==> config.mk <==
export PLATFORM = sky130hd
export DESIGN_NAME = hazard_ctrl
export DESIGN_NICKNAME = d
export VERILOG_FILES = /design/src/rtl/hazard_ctrl.sv
export SDC_FILE = /design/constraint.sdc
export NUM_CORES = 1
export LEC_CHECK = 0
export CORE_MARGIN = 8
export CORE_UTILIZATION = 53
export DETAILED_ROUTE_END_ITERATION = 10
export PLACE_DENSITY = 0.86
export SYNTH_ARGS = -nofsm -noshare
export SYNTH_HDL_FRONTEND = slang
export SYNTH_SLANG_ARGS = --single-unit
==> constraint.sdc <==
create_clock -name clk -period 3.8 [get_ports clk]
set_input_delay 0.76 -clock clk [delete_from_list [all_inputs] [get_ports clk]]
set_output_delay 0.76 -clock clk [all_outputs]
set_load 0.05 [all_outputs]
==> src/rtl/hazard_ctrl.sv <==
// Pipeline sequencing controller for a 5-stage MIPS core: load-use stalls,
// branch squashes, data-memory freezes, halt/drain/resume and perf counters.
module hazard_ctrl #(
  parameter int DRAIN_CYCLES = 3,
  parameter int CNT_W        = 32
) (
  input  logic             clk,
  input  logic             reset,
  input  logic [4:0]       id_rs,
  input  logic [4:0]       id_rt,
  input  logic             id_uses_rs,
  input  logic             id_uses_rt,
  input  logic             ex_mem_read,
  input  logic [4:0]       ex_rt,
  input  logic             branch_taken,
  input  logic             mem_busy,
  input  logic             halt_req,
  input  logic             resume_req,
  output logic             pc_write,
  output logic             if_id_write,
  output logic             if_id_flush,
  output logic             id_ex_write,
  output logic             id_ex_bubble,
  output logic             ex_mem_write,
  output logic             halted,
  output logic [CNT_W-1:0] stall_cycles,
  output logic [CNT_W-1:0] flush_count
);

  typedef enum logic [1:0] {RUN, DRAIN, HALTED} state_t;

  state_t           state_q, state_d;
  logic [3:0]       drain_cnt_q, drain_cnt_d;
  logic [CNT_W-1:0] stall_cycles_q, stall_cycles_d;
  logic [CNT_W-1:0] flush_count_q, flush_count_d;

  logic load_use;
  logic freeze;
  logic flush_act;

  assign load_use = ex_mem_read && (ex_rt != 5'd0) &&
                    ((id_uses_rs && (id_rs == ex_rt)) || (id_uses_rt && (id_rt == ex_rt)));
  assign freeze   = mem_busy && (state_q != HALTED);

  // Mealy output decode; the priority order matters (freeze beats branch beats drain/load-use).
  always_comb begin
    pc_write     = 1'b1;
    if_id_write  = 1'b1;
    if_id_flush  = 1'b0;
    id_ex_write  = 1'b1;
    id_ex_bubble = 1'b0;
    ex_mem_write = 1'b1;
    halted       = 1'b0;
    flush_act    = 1'b0;
    if (reset) begin
      pc_write     = 1'b0;
      if_id_write  = 1'b0;
      id_ex_bubble = 1'b1;
    end else if (state_q == HALTED) begin
      pc_write     = 1'b0;
      if_id_write  = 1'b0;
      id_ex_bubble = 1'b1;
      halted       = 1'b1;
    end else if (freeze) begin
      pc_write     = 1'b0;
      if_id_write  = 1'b0;
      id_ex_write  = 1'b0;
      ex_mem_write = 1'b0;
    end else if (branch_taken) begin
      if_id_flush  = 1'b1;
      id_ex_bubble = 1'b1;
      flush_act    = 1'b1;
    end else if (state_q == DRAIN || load_use) begin
      pc_write     = 1'b0;
      if_id_write  = 1'b0;
      id_ex_bubble = 1'b1;
    end
  end

  always_comb begin
    state_d     = state_q;
    drain_cnt_d = drain_cnt_q;
    case (state_q)
      RUN: begin
        if (halt_req && !freeze) begin
          state_d     = DRAIN;
          drain_cnt_d = 4'(DRAIN_CYCLES);
        end
      end
      DRAIN: begin
        if (!freeze) begin
          drain_cnt_d = drain_cnt_q - 4'd1;
          if (drain_cnt_q == 4'd1) state_d = HALTED;
        end
      end
      HALTED: begin
        if (resume_req && !halt_req) state_d = RUN;
      end
      default: state_d = RUN;
    endcase
  end

  // Counters saturate at all-ones rather than wrapping.
  always_comb begin
    stall_cycles_d = stall_cycles_q;
    flush_count_d  = flush_count_q;
    if (!pc_write && (state_q != HALTED) && !(&stall_cycles_q))
      stall_cycles_d = stall_cycles_q + CNT_W'(1);
    if (flush_act && !(&flush_count_q))
      flush_count_d = flush_count_q + CNT_W'(1);
  end

  always_ff @(posedge clk) begin
    if (reset) begin
      state_q        <= RUN;
      drain_cnt_q    <= 4'd0;
      stall_cycles_q <= '0;
      flush_count_q  <= '0;
    end else begin
      state_q        <= state_d;
      drain_cnt_q    <= drain_cnt_d;
      stall_cycles_q <= stall_cycles_d;
      flush_count_q  <= flush_count_d;
    end
  end

  assign stall_cycles = stall_cycles_q;
  assign flush_count  = flush_count_q;

endmodule

==> impl_metrics.env, run 1 <==
export IMPL_number_of_buffers_on_the_longest_clock_path=2
export IMPL_detailedRoute_firstPassIterationCount=4
export IMPL_num_vias=3643
export IMPL_mappedNetlistArea_mm2=0.00366
export IMPL_cell_with_the_largest_stage_delay_on_the_worst_path="sky130_fd_sc_hd__or4_1"
export IMPL_yosysTopAreaCellShare_pct=38.3
export IMPL_power_per_cell_area_mw_per_mm2=319
export IMPL_post_synth_cell_area_avg_um2=8.10
export IMPL_first_pass_grt_wire_length_mm=16.5
export IMPL_htreeDepth=3
export IMPL_post_syn_instances=452
export IMPL_placed_cells_incl_taps=606
export IMPL_drt_first_iter_violations=126
export IMPL_ctsRootBufferMaster="sky130_fd_sc_hd__clkbuf_8"
export IMPL_relSlewSlack_pct=51.0
export IMPL_worst_endpoint_required_ns=3.04
export IMPL_crit_path_start_kind="input pin"
export IMPL_status="finished clean"
export IMPL_yosys_area_share_adder_pct=1.37
export IMPL_max_slew_violation_count=0
export IMPL_fillers=534
export IMPL_post_dp_hpwl_mm=7.00
export IMPL_cts_sink_count=70
export IMPL_routed_wire_length_per_instance_um=15.6
export IMPL_start_util_pct=54.2
export IMPL_worst_path_max_fanout=3
export IMPL_cap_violations=0
export IMPL_cts_hold_repair_buffers=0
export IMPL_antenna_diode_count=0
export IMPL_critPathMaxStageDelay_ns=0.54
export IMPL_antenna_found_initial=0
export IMPL_tritoncts="built"
export IMPL_core_rowCount=30
export IMPL_report_final_hold_viol_count=0
export IMPL_area_growth_pct=32.1
export IMPL_worst_setup_path_end_kind="output port"
export IMPL_cts_resized=0
export IMPL_hold_path_class="reg2reg"
export IMPL_asyncSetResetFlopFracSynth_pct=0
export IMPL_min_hold_slack_ns=0.496
export IMPL_synth_enable_flop_cells=0
export IMPL_total_power_mw=1.54
export IMPL_most_frequent_cells_after_synthesis="sky130_fd_sc_hd__dfxtp_1, sky130_fd_sc_hd__nor2_1, sky130_fd_sc_hd__a21oi_1"
export IMPL_vias_in_the_first_global_route=3525
export IMPL_synth_simple_gate_area_share_pct=32.6
export IMPL_peak_supply_drop_mv=0.230
export IMPL_grt_overflow_total=0
export IMPL_die_y_um=99.1
export IMPL_clk_pin_slew_ns=0.08
export IMPL_synthMuxAreaShare_pct=1.47
export IMPL_globalRouteTotalUtil_pct=19.9
export IMPL_number_of_distinct_library_cells_after_synthesis=46
export IMPL_seq_total_area_yosys_pct=38.3
export IMPL_seq_area_mm2=0.00140
export IMPL_finalWirelength_mm=9.70
export IMPL_setup_viol_count_final=0
export IMPL_synth_xor_area_share_pct=9.09
export IMPL_cts_buffers_inserted=9
export IMPL_yosys_most_used_dff="sky130_fd_sc_hd__dfxtp_1"
export IMPL_worst_pin_slew_ns=0.735
export IMPL_die_w_um=99.1
export IMPL_timing_worst_setup_path_type="in2out"
export IMPL_arrival_ns=2.65
export IMPL_synth_most_common_cell="sky130_fd_sc_hd__dfxtp_1"
export IMPL_power_leakage_nw=1.59
export IMPL_final_nets=565
export IMPL_detail_route_vias_per_cell=5.86
export IMPL_final_cells=622
export IMPL_combinational_family_with_the_most_area_after_synthesis="simple AND/OR/NAND/NOR gates"
export IMPL_grt_max_degree=74
export IMPL_rsz_0062_raised_after_global_routing="false"
export IMPL_post_synth_main_area_contributors="sky130_fd_sc_hd__dfxtp_1, sky130_fd_sc_hd__nor2_1, sky130_fd_sc_hd__xnor2_1, sky130_fd_sc_hd__a21oi_1, sky130_fd_sc_hd__xor2_1"
export IMPL_timing_critical_path_cells="clkdlybuf4s50_1 -> or4_1 -> o21ai_0 -> a21oi_1 -> nor2_1 -> o21a_1 -> buf_12"
export IMPL_ant_nets=0
export IMPL_synth_nets=480
export IMPL_multi_input_combinational_cell_area_mm2=0.00211
export IMPL_worst_clock_skew_ns=0.00952
export IMPL_dpl_ws_ns=0.381
export IMPL_numPortBuffers=94
export IMPL_timing_final_crit_period_ns=3.41
export IMPL_design_die_area_mm2=0.00983
export IMPL_post_cts_repair_setup_buffers=0
export IMPL_sum_of_negative_setup_slack_ns=0
export IMPL_synth_area_leader_cell="sky130_fd_sc_hd__dfxtp_1"
export IMPL_yosys_register_bits=70
export IMPL_worstSkewPairLatency_ns=0.35
export IMPL_min_period_over_period_pct=89.7
export IMPL_final_layout_size_suffix_gt1_share_pct=6.83
export IMPL_drc=0
export IMPL_yosys_warnings=0
export IMPL_timing_final_ws_setup_ns=0.390
export IMPL_place_gp_congestion=0.894
export IMPL_clock_fmax_ghz=0.293
export IMPL_compound_gate_fraction_of_synth_area_pct=13.1
export IMPL_core_area_mm2=0.00676
export IMPL_pin_count=95
==> kinds of logic (layout without fill, tap and decap cells) <==
logic type                 Yosys count  after routing
muxes                                5              5
AOI/OAI and AO/OA                   80             80
and+or+nand+nor                    220            220
adders and majority gates            4              4
DFF                                 70             70
xor gates and xnor gates            38             38
buffers and inverters               35            125
==> cells in the final DEF, fill, tap and decap left out, types with 4 or more instances in the layout <==
cell type                          n
sky130_fd_sc_hd__clkdlybuf4s50_1  89
sky130_fd_sc_hd__dfxtp_1          70
sky130_fd_sc_hd__nor2_1           53
sky130_fd_sc_hd__a21oi_1          34
sky130_fd_sc_hd__nand3_1          24
sky130_fd_sc_hd__nand4_1          24
sky130_fd_sc_hd__nand2_1          23
sky130_fd_sc_hd__o21ai_0          21
sky130_fd_sc_hd__xnor2_1          20
sky130_fd_sc_hd__xor2_1           18
sky130_fd_sc_hd__or3_1            18
sky130_fd_sc_hd__nor3_1           17
sky130_fd_sc_hd__and3_1           13
sky130_fd_sc_hd__inv_1            12
sky130_fd_sc_hd__or4_1            12
sky130_fd_sc_hd__o31ai_1          11
sky130_fd_sc_hd__clkbuf_8          9
sky130_fd_sc_hd__and4_1            8
sky130_fd_sc_hd__nor4_1            7
sky130_fd_sc_hd__nor2b_1           6
sky130_fd_sc_hd__ha_1              4
sky130_fd_sc_hd__buf_4             4
==> metal layers <==
metal / global-route usage [%] / share of wire [%] / vias to the layer above
met5: 0 / 0 / -
met4: 8.61 / 2.5 / 0
met3: 5.66 / 6.2 / 21
met2: 33.5 / 48 / 115
met1: 23.1 / 43 / 1694
li1: - / - / 1813
==> worst max-delay path, delay by kind of cell <==
kind / cells / cell delay (ns)
buf+inv: 2 / 0.63
simple gates: 2 / 0.65
compound gates: 3 / 0.61
==> power by group <==
part | switching [mW] | internal (mW) | total [mW] | leakage [nW]
logic | 0.111 | 0.0739 | 0.185 | 0.930
registers | 0.0125 | 0.743 | 0.755 | 0.565
clock network | 0.300 | 0.304 | 0.603 | 0.0914
total | 0.424 | 1.12 | 1.54 | 1.59
==> flip-flops by register name (all words and copies together), names as in the netlist <==
register	cells
drain_cnt_q	4
flush_count	32
stall_cycles	32
state_q	2
==> cell type report <==
class                   instances  share of cell area [%]
multi-input cells             347                    43.6
flip-flops and latches         70                    29.0
repair buffers                 97                    20.4
clock buffers                   9                    2.56
well taps                      80                    2.07
clock inverters                 7                    1.55
inverters                      12                   0.931
==> stage by stage <==
step | instance area [um2] | utilization, %
after detailed placement | 4640 | 68.7
after CTS | 4840 | 71.6
after floorplan | 3660 | -
final | 4840 | 71.6
after global placement | 4640 | 68.7
after global routing | 4840 | 71.6
==> path summary, 6_finish.rpt <==
path                            depth (start not counted)                           from                       endpoint  slack, ns
worst max register to register                          6   stall_cycles[6]$_SDFFE_PP0P_  stall_cycles[29]$_SDFFE_PP0P_       1.12
worst min register to register                          2  stall_cycles[21]$_SDFFE_PP0P_  stall_cycles[21]$_SDFFE_PP0P_       0.50
worst min-delay path                                    2  stall_cycles[21]$_SDFFE_PP0P_  stall_cycles[21]$_SDFFE_PP0P_       0.50
worst max-delay path                                    7                       ex_rt[1]                       pc_write       0.39
Power figures use the tool's default switching activity.
==> inputs of run 2 (changes only) <==
CORE_UTILIZATION = 44   (was 53)
PLACE_DENSITY = 0.76   (was 0.86)
clock period = 2.82 ns   (was 3.8 ns; I/O delays follow)
==> run 2 against run 1 <==
Effect of this change: die area rose by 17%; largest power group unchanged; non-clock buffer count increased by 20; worst hold slack improved by 0.013 ns; clock power rose by 17%; worst setup slack worse by 0.35 ns; clock skew rose by 0.0018 ns; wire length increased by 8.7%; design area rose by 4.8%; global-route usage is 2.3 points lower; sequential share of layout area fell by 1.3 points; total power increased by 30%; critical path depth is 1 higher; highest routed layer unchanged.
==> impl_metrics.env, run 2 (synthesis results as in run 1) <==
export IMPL_relSlewSlack_pct=62.6
export IMPL_status="finished clean"
export IMPL_cpLargestDelayFamily="buffers and inverters"
export IMPL_ff2ff_path_depth=7
export IMPL_power_per_cell_area_mw_per_mm2=396
export IMPL_antenna_diode_count=0
export IMPL_number_of_buffers_on_the_longest_clock_path=2
export IMPL_timing_worst_setup_path_type="in2out"
export IMPL_setup_viol_count_final=0
export IMPL_routed_wire_length_per_instance_um=15.8
export IMPL_worst_clock_skew_ns=0.0113
export IMPL_ant_nets=0
export IMPL_first_pass_grt_wire_length_mm=17.2
export IMPL_post_dp_hpwl_mm=7.49
export IMPL_min_hold_slack_ns=0.509
export IMPL_cp_buffers_inverters=2
export IMPL_arrival_ns=2.21
export IMPL_critPathMaxStageDelay_ns=0.42
export IMPL_cap_violations=0
export IMPL_cts_hold_repair_buffers=0
export IMPL_final_nets=586
export IMPL_worstSkewPairLatency_ns=0.34
export IMPL_min_period_over_period_pct=98.4
export IMPL_clock_fmax_ghz=0.360
export IMPL_start_util_pct=45.0
export IMPL_grt_max_degree=39
export IMPL_timing_critical_path_cells="clkdlybuf4s50_1 -> xor2_1 -> nor4_1 -> nand3_1 -> a21oi_2 -> nor3_1 -> o21ai_1 -> buf_4"
export IMPL_place_gp_congestion=0.810
export IMPL_hold_path_class="reg2reg"
export IMPL_die_y_um=107
export IMPL_worst_pin_slew_ns=0.559
export IMPL_worst_path_max_fanout=2
export IMPL_cts_sink_count=70
export IMPL_final_layout_size_suffix_gt1_share_pct=11.9
export IMPL_most_common_layout_cells="sky130_fd_sc_hd__clkdlybuf4s50_1, sky130_fd_sc_hd__dfxtp_1, sky130_fd_sc_hd__nor2_1"
export IMPL_startpoint_of_the_worst_slack_reg_to_reg_timing_path="flush_count[3]$_SDFFE_PP0P_"
export IMPL_fillers=698
export IMPL_grt_overflow_total=0
export IMPL_sw_frac_of_total_pct=27.3
export IMPL_cell_with_the_largest_stage_delay_on_the_worst_path="sky130_fd_sc_hd__clkdlybuf4s50_1"
export IMPL_drt_first_iter_violations=160
export IMPL_post_route_cell_area_mm2=0.00507
export IMPL_combPwrFrac_pct=14.2
export IMPL_worst_setup_path_end_kind="output port"
export IMPL_p_sw_mw=0.549
export IMPL_seq_power_share_pct=50.7
export IMPL_crit_reg2reg_capture="flush_count[27]$_SDFFE_PP0P_"
export IMPL_holdPathStages=2
export IMPL_area_growth_pct=38.5
export IMPL_p_int_mw=1.46
export IMPL_drc=0
export IMPL_detailedRoute_firstPassIterationCount=4
export IMPL_core_area_mm2=0.00813
export IMPL_max_slew_violation_count=0
export IMPL_core_rowCount=33
export IMPL_die_w_um=107
export IMPL_rsz_0062_raised_after_global_routing="true"
export IMPL_globalRouteTotalUtil_pct=17.7
export IMPL_ctsRootBufferMaster="sky130_fd_sc_hd__clkbuf_8"
export IMPL_antenna_found_initial=0
export IMPL_dpl_cell_area_mm2=0.00481
export IMPL_whs_endpoint="stall_cycles[4]$_SDFFE_PP0P_"
export IMPL_num_vias=3752
export IMPL_tritoncts="built"
export IMPL_pin_count=95
export IMPL_crit_path_start_kind="input pin"
export IMPL_report_final_hold_viol_count=0
export IMPL_placed_cells_incl_taps=647
export IMPL_power_clock_fraction_pct=35.1
export IMPL_design_die_area_mm2=0.0115
export IMPL_layout_commonest_cell="sky130_fd_sc_hd__clkdlybuf4s50_1"
export IMPL_worst_endpoint_required_ns=2.26
export IMPL_power_leakage_nw=1.76
export IMPL_final_cells=668
export IMPL_ff2ff_setup_slack_ns=0.52
export IMPL_peak_supply_drop_mv=0.247
export IMPL_htreeDepth=3
export IMPL_clk_pin_slew_ns=0.08
export IMPL_hp_start="stall_cycles[4]$_SDFFE_PP0P_"
export IMPL_cts_buffers_inserted=9
export IMPL_numPortBuffers=94
export IMPL_sum_of_negative_setup_slack_ns=0
export IMPL_detail_route_vias_per_cell=5.62
export IMPL_timing_final_crit_period_ns=2.78
export IMPL_finalWirelength_mm=10.5
export IMPL_vias_in_the_first_global_route=3678
==> run 2: changes by cell type in the layout (fill, tap and decap cells not counted), moves of 2 or more <==
cell,change
sky130_fd_sc_hd__a21oi_1,-4
sky130_fd_sc_hd__a21oi_2,+4
sky130_fd_sc_hd__buf_12,+2
sky130_fd_sc_hd__buf_4,+20
sky130_fd_sc_hd__clkbuf_1,+2
sky130_fd_sc_hd__clkdlybuf4s50_1,-11
sky130_fd_sc_hd__clkinv_2,+2
sky130_fd_sc_hd__clkinv_4,-2
sky130_fd_sc_hd__clkinvlp_4,-2
sky130_fd_sc_hd__dlygate4sd2_1,+4
sky130_fd_sc_hd__dlymetal6s2s_1,+4
sky130_fd_sc_hd__o21ai_0,-2
==> run 2: area by class of cell <==
class                   count  area (um2)  area share (%)
multi-input cells         348        2170            42.7
flip-flops and latches     70        1400            27.6
repair buffers            117        1160            22.9
clock buffers              12         145            2.86
well taps                 105         131            2.59
inverters                  12        45.0           0.888
clock inverters             4        22.5           0.444
==> run 2: how the worst max path moves through the flow <==
stage | startpoint | to | slack [ns] | cells past startpoint
final | id_rs[3] | id_ex_bubble | 0.04 | 8
after global routing | ex_rt[2] | id_ex_bubble | -0.06 | 8
after CTS | id_rs[1] | if_id_write | 0.03 | 8
after detailed placement | ex_rt[3] | stall_cycles[16]$_SDFFE_PP0P_ | -0.25 | 9
after global placement | ex_rt[0] | stall_cycles[28]$_SDFFE_PP0P_ | -0.16 | 9
after floorplan | ex_rt[1] | pc_write | 0.05 | 6
==> run 2: metrics by stage <==
stage / power (mW) / utilization [%] / setup slack, ns
6_report: 2.01 / 62.4 / 0.0444
5_1_grt: 2.10 / 62.4 / -0.0569
4_1_cts: 2.02 / 61.4 / 0.0330
3_5_place_dp: 1.31 / 59.2 / -0.248
3_3_place_gp: 1.30 / 59.2 / -0.157
2_1_floorplan: 1.20 / - / 0.0522
==> run 2: timing repair <==
action / 4_1_cts / 5_1_grt
setup endpoints to repair: 3 / 7
gates resized for setup: 9 / 13
setup buffers: 2 / 2
pin swaps: 6 / 7
gates cloned: 0 / 1
==> run 2: worst min-delay path, cell delays in order, from the launching register on <==
cell,delay (ns)
sky130_fd_sc_hd__dfxtp_1,0.34
sky130_fd_sc_hd__o21ai_0,0.07
sky130_fd_sc_hd__a21oi_1,0.06
==> run 2: routing by layer <==
layer	global-route usage, %	up-vias	share of wire (%)
li1	-	1849	-
met1	20.0	1778	43
met2	31.3	113	50
met3	5.70	12	5.7
met4	4.22	0	1.1
met5	0	-	0
==> run 2: power by group through the flow <==
stage | Clock, mW | Combinational, mW | Sequential, mW
6_report | 0.704 | 0.286 | 1.02
5_1_grt | 0.773 | 0.309 | 1.02
4_1_cts | 0.727 | 0.274 | 1.02
3_5_place_dp | 0 | 0.272 | 1.04
3_3_place_gp | 0 | 0.265 | 1.04
2_1_floorplan | 0 | 0.138 | 1.06
